==> src/rtl/serial_word_tx.sv <==
// serial_word_tx
//   Transmit end of the bit-serial two's-complement path. Accepts a parallel word
//   over a valid/ready handshake and shifts it out LSB first, one bit per clock.
//   Every frame is preceded by a one-cycle restart strobe for the downstream
//   serial complementer. The frame is optionally sign-extended by EXT_BITS copies
//   of the word MSB so the negated result has headroom.
//
// Ports
//   t_clk       system clock, rising edge
//   r           synchronous active-high reset
//   load_data   word to transmit (WIDTH bits)
//   load_valid  load_data valid
//   load_ready  block can accept a word (IDLE only)
//   ser_bit     serial data, LSB first
//   ser_valid   ser_bit carries a frame bit this cycle
//   ser_rst     frame-restart strobe to downstream complementer
//   done        one-cycle pulse coincident with the last frame bit
module serial_word_tx #(
    parameter int unsigned WIDTH    = 8,
    parameter int unsigned EXT_BITS = 0
) (
    input  logic             t_clk,
    input  logic             r,
    input  logic [WIDTH-1:0] load_data,
    input  logic             load_valid,
    output logic             load_ready,
    output logic             ser_bit,
    output logic             ser_valid,
    output logic             ser_rst,
    output logic             done
);

    localparam int unsigned FRAME = WIDTH + EXT_BITS;
    localparam int unsigned CW    = $clog2(FRAME + 1);
    localparam logic [CW-1:0] LastCnt = CW'(FRAME - 1);

    typedef enum logic [1:0] {
        StIdle,
        StSync,
        StShift
    } state_t;

    state_t           state_q, state_d;
    logic [WIDTH-1:0] shreg_q, shreg_d;
    logic [CW-1:0]    cnt_q, cnt_d;

    always_comb begin
        state_d = state_q;
        shreg_d = shreg_q;
        cnt_d   = cnt_q;
        case (state_q)
            StIdle: begin
                if (load_valid) begin
                    shreg_d = load_data;
                    cnt_d   = '0;
                    state_d = StSync;
                end
            end
            StSync: begin
                state_d = StShift;
            end
            StShift: begin
                // Arithmetic shift: the MSB stays put so extension bits repeat it.
                shreg_d = {shreg_q[WIDTH-1], shreg_q[WIDTH-1:1]};
                if (cnt_q == LastCnt) begin
                    state_d = StIdle;
                end else begin
                    cnt_d = cnt_q + CW'(1);
                end
            end
            default: begin
                state_d = StIdle;
            end
        endcase
    end

    always_ff @(posedge t_clk) begin
        if (r) begin
            state_q <= StIdle;
            shreg_q <= '0;
            cnt_q   <= '0;
        end else begin
            state_q <= state_d;
            shreg_q <= shreg_d;
            cnt_q   <= cnt_d;
        end
    end

    // Outputs are pure decodes of registered state; no input reaches an output.
    assign load_ready = (state_q == StIdle);
    assign ser_rst    = (state_q == StSync);
    assign ser_valid  = (state_q == StShift);
    assign ser_bit    = (state_q == StShift) && shreg_q[0];
    assign done       = (state_q == StShift) && (cnt_q == LastCnt);

endmodule

==> config.mk <==
export PLATFORM = sky130hd
export DESIGN_NAME = serial_word_tx
export DESIGN_NICKNAME = d
export VERILOG_FILES = /design/src/rtl/serial_word_tx.sv
export SDC_FILE = /design/constraint.sdc
export NUM_CORES = 1
export LEC_CHECK = 0
export CORE_MARGIN = 2
export CORE_UTILIZATION = 55
export CTS_BUF_LIST = sky130_fd_sc_hd__clkbuf_8
export CTS_CLUSTER_DIAMETER = 200
export DETAILED_ROUTE_END_ITERATION = 8
export PLACE_DENSITY = 0.86
export SKIP_LAST_GASP = 1
export SLEW_MARGIN = 20
export SYNTH_ARGS = -nofsm -noshare
export SYNTH_HDL_FRONTEND = slang
export SYNTH_SLANG_ARGS = --single-unit
==> constraint.sdc <==
create_clock -name t_clk -period 2.9 [get_ports t_clk]
set_input_delay 0.29 -clock t_clk [delete_from_list [all_inputs] [get_ports t_clk]]
set_output_delay 0.29 -clock t_clk [all_outputs]
set_load 0.005 [all_outputs]
## Word level (Yosys, flattened, before mapping)

Cells that the tools add are included.

| storage, ports and cells | value |
|---|---|
| output and inout port bits | 5 |
| bits of input ports | 11 |
| register bits after elaboration | 14 |

| operators by class | value |
|---|---|
| bitwise operators | 1 |
| reductions and logical operators | 8 |
| equal/unequal tests | 6 |
| add/sub/neg operators | 1 |
| muxes and demuxes | 8 |

Operators with widths:

| cell | number |
|---|---|
| $pmux W8 S2 | 1 |
| $mux W4 | 2 |
| $mux W8 | 1 |
| $pmux W4 S2 | 1 |
| $pmux W2 S3 | 1 |
| $reduce_and A3 Y1 | 2 |
| $add A4 B1 Y4 const B | 1 |
| $eq A4 B3 Y1 const B | 1 |
| $mux W2 | 2 |
| $ne A2 B2 Y1 const B | 2 |
| $reduce_and A2 Y1 | 2 |
| $eq A2 B1 Y1 const B | 1 |
| $eq A2 B2 Y1 const B | 1 |
| $logic_and A1 B1 Y1 | 2 |
| $logic_not A2 Y1 | 1 |
| $ne A2 B1 Y1 const B | 1 |
| $reduce_bool A2 Y1 | 1 |
| $not A1 Y1 | 1 |

## Logic depth before layout (Yosys ltp)

| depth | value |
|---|---|
| depth after elaboration | 3 |
| depth in mapped cells | 5 |
| gate-level depth less buffers | 4 |

## Least setup slack after synthesis

No wires, ideal clock.

| path | value |
|---|---|
| path type | reg-to-reg |
| start | register cnt_q[0] |
| end | register cnt_q[3] |
| library setup time | 0.075 ns |
| path slack | 1.592 ns |
| required time | 2.825 ns |
| stages on the path, launching flop included | 5 |
| data arrival time | 1.233 ns |
| buffers on the path | 0 |
| cells stage by stage | dfxtp_1 > ha_1 > nand3b_1 > or4b_1 > a31oi_1 |

| on the way | value |
|---|---|
| word-level cells in the longest chain between the ends | 3 |
| elaborated cells on any way between the ends | 6 |
| classes of those cells | add/sub (1); eq/ne (2); mux (2); reduce/logical (1) |

Ends and longest elaborated chain:

| what | line | text |
|---|---|---|
| start: declaration | 45 | `logic [CW-1:0] cnt_q, cnt_d;` |
| start signal: assignment | 85 | `cnt_q <= cnt_d;` |
| $add A4 B1 Y4 or $eq A4 B3 Y1 (tied branches) | 68, 65 |  |
| $mux W4 or $ne A2 B2 Y1 (tied branches) | -- |  |
| $pmux W4 S2 or $reduce_and A3 Y1 (tied branches) | -- |  |

Several ways; a longest one is shown, not always the timed one. The select of a mux whose other input is x is not followed.
A chain may end at the register's enable or synchronous reset.

## Worst setup path after layout

| path | value |
|---|---|
| start | register state_q[1] |
| end | output ser_bit |

| on the way | value |
|---|---|
| word-level cells in the longest chain between the ends | 2 |

Ends and longest elaborated chain:

| what | line | text |
|---|---|---|
| start: declaration | 43 | `state_t state_q, state_d;` |
| start signal: assignment | 79 | `state_q <= StIdle;` |
| start signal: assignment | 83 | `state_q <= state_d;` |
| $eq A2 B2 Y1 | 93 | `assign ser_bit = (state_q == StShift) && shreg_q[0];` |
| $logic_and A1 B1 Y1 | 93 |  |
| end: declaration | 27 | `output logic ser_bit,` |

Every way passes these cells.

==> impl_metrics.yaml <==
outcome:
  status: "complete, no violations"
hold_path:
  hold_class: "register to register"
  worstHoldStart: "shreg_q[3]$_SDFFE_PP0P_"
  min_path_cells: 2
  hold_end: "shreg_q[3]$_SDFFE_PP0P_"
clocking:
  cts_hold_buf: 0
  clk_latency_ps: 240
  cts_setup_buffers: 0
  root_buffer: "clkbuf_8"
  cts_tree: "yes"
  post_cts_resized: 0
  clk_pin_slew_ps: 60
  cts.sinks: 14
  cts_buffers: 3
  htreeDepth: 1
  clock_path_buffers: 2
setup_path:
  arrival_ps: 1940
  worstReg2RegEnd: "cnt_q[3]$_SDFFE_PP0P_"
  rr_worst_depth: 3
  startpoint: "state_q[1]$_SDFFE_PP0P_"
  path_max_fanout: 19
  r2r-start: "state_q[1]$_SDFFE_PP0P_"
  critPathKind: "register to output port"
  rrSetupSlack_ps: 1260
  critPathCaptureType: "output port"
  crit_required_ps: 2610
  critPathLaunchType: "register"
detailed_routing:
  drc: 0
  vias: 679
  wirelength_mm: 1.45
  ant_nets: 0
  drtIter0Drc: 8
  viasPerCell: 5.85
  wire_per_inst_um: 12.5
  first_pass_iters: 4
global_route:
  antenna_found_initial: 0
  grtUsageMet2_pct: 33.3
  grt_max_degree: 20
  grt_pass1_wl_mm: 2.24
  grt.busiest_layer: "met2"
  use_met1_pct: 25.6
  overflow: 0
  track_usage_pct: 20.8
  grt_pass1_vias: 538
  gr-usage-met3_pct: 5.00
flow_run:
  drv_cap: 0
sta:
  hold_viol: 0
  hold_slack_ps: 489
  setup_viol: 0
  rsz0062_at_grt: "no"
  relSlewSlack_pct: 57.2
  worst_pin_slew_ps: 642
  period_needed_ps: 2230
  worst_clock_skew_ps: 2.65
  max_freq_ghz: 0.449
  drv_slew: 0
  fin_crit_sh_pct: 76.9
  fin_tns_setup_ps: 0
logic_synthesis:
  syn-num-nets: 100
  postSynthCellCount: 88
  netlist_area_um2: 731
  yosysWarnings: 0
  yosysSeqAreaShare_pct: 38.4
  synth_cell_type_count: 30
  ys_ff_latch: 14
  syn_area_per_cell_um2: 8.30
floorplan:
  num_io_pins: 16
  rows: 13
  core_area_um2: 1270
  dieArea_um2: 1640
  die_width_um: 40.5
  start_util_pct: 57.6
  die_h_um: 40.5
layout:
  layout-drive-gt1-share_pct: 11.9
  syn_to_final_growth_pct: 25.2
  final_nets: 115
  num_antenna_cells: 0
  utilization_pct: 72.1
  fillerInstances: 111
  mostFrequentLayoutCells: "15 x nor2_1, 15 x clkdlybuf4s50_1, 14 x dfxtp_1"
  multi_input_area_um2: 409
  final-seq-area_um2: 280
  fin_cells: 116
  stdcell_area_um2: 915
placement:
  routabilityCongestion: 0.846
  post_dp_cell_area_um2: 873
  placed_cells: 113
  io_buffers: 15
  hpwlAfterDp_mm: 1.01
power_and_ir_drop:
  ir_drop_uv: 276
  p_leak_nw: 0.346
  powerDensity_nw_per_um2: 500
[Yosys cell counts]
cell type  number  area share [%]
nand2_1         1            0.51
a21oi_1        12             8.2
ha_1            1             1.7
mux2i_1         1             1.4
nor2b_1         2             1.7
o221a_2         2             3.1
buf_4           1             1.0
dfxtp_1        14              38
nand4b_1        1             1.2
nand2b_4        1             1.9
a22o_1          1             1.2
or4b_1          1             1.4
nand3_1         2             1.4
o21ai_0         2             1.4
and4b_1         1             1.4
inv_1           4             2.1
o21ba_2         1             1.4
nand2b_1        4             3.4
buf_2           3             2.1
a31oi_1         1            0.86
nor3_1          4             2.7
and2_1          1            0.86
nor2_1         15             7.7
a211oi_1        2             2.1
o21a_1          1             1.0
or3b_2          4             4.8
clkbuf_1        1            0.51
nand3b_1        2             2.1
o21bai_1        1             1.0
nor3b_2         1             1.7
[registers in the layout, indices dropped and copies added, names as in the netlist]
name / cells
state_q: 2
cnt_q: 4
shreg_q: 8
[how the worst max path moves through the flow]
stage	endpoint	slack [ps]	depth (start not counted)
finish	ser_bit	670	4
global route	ser_bit	570	4
CTS	ser_bit	680	4
detailed placement	ser_bit	950	4
global placement	ser_bit	1020	4
floorplan	cnt_q[3]$_SDFFE_PP0P_	1590	4
[stage by stage]
| stage | setup WS [ps] | total power [W] |
|---|---|---|
| finish | 671 | 0.000457 |
| global route | 568 | 0.000479 |
| CTS | 679 | 0.000460 |
| detailed placement | 946 | 0.000305 |
| global placement | 1020 | 0.000302 |
| floorplan | 1590 | 0.000276 |
[worst max-delay path, stage by stage (launching register included)]
cell	delay (ps)
dfxtp_1	730
nand2b_4	130
inv_1	190
and2_1	150
clkdlybuf4s50_1	490
[layout make-up]
| type | count | area share (%) |
|---|---|---|
| clock buffers | 3 | 4.51 |
| repair buffers | 15 | 16.4 |
| flip-flops and latches | 14 | 30.6 |
| well taps | 15 | 2.05 |
| inverters | 4 | 1.64 |
| multi-input cells | 65 | 44.7 |
[where the power goes]
part           internal [W]  leakage [nW]  switching (W)
combinational     0.0000464         0.209      0.0000314
clock             0.0000918        0.0216      0.0000643
sequential         0.000207         0.115      0.0000160
[logic make-up after synthesis]
family | Yosys count | synth area share (%)
compound gates | 23 | 20.2
fa+ha+maj | 1 | 1.71
simple gates | 40 | 32.7
buf+inv | 9 | 5.65
flops | 14 | 38.4
mux | 1 | 1.37
[per-layer routing]
layer / part of all wire (%) / wire [um] / vias to the layer above
met5: 0 / 0 / -
met4: 1.7 / 24 / 0
met3: 5.8 / 84 / 4
met2: 47 / 676 / 20
met1: 46 / 662 / 316
li1: - / - / 339
Power figures use the tool's default switching activity.
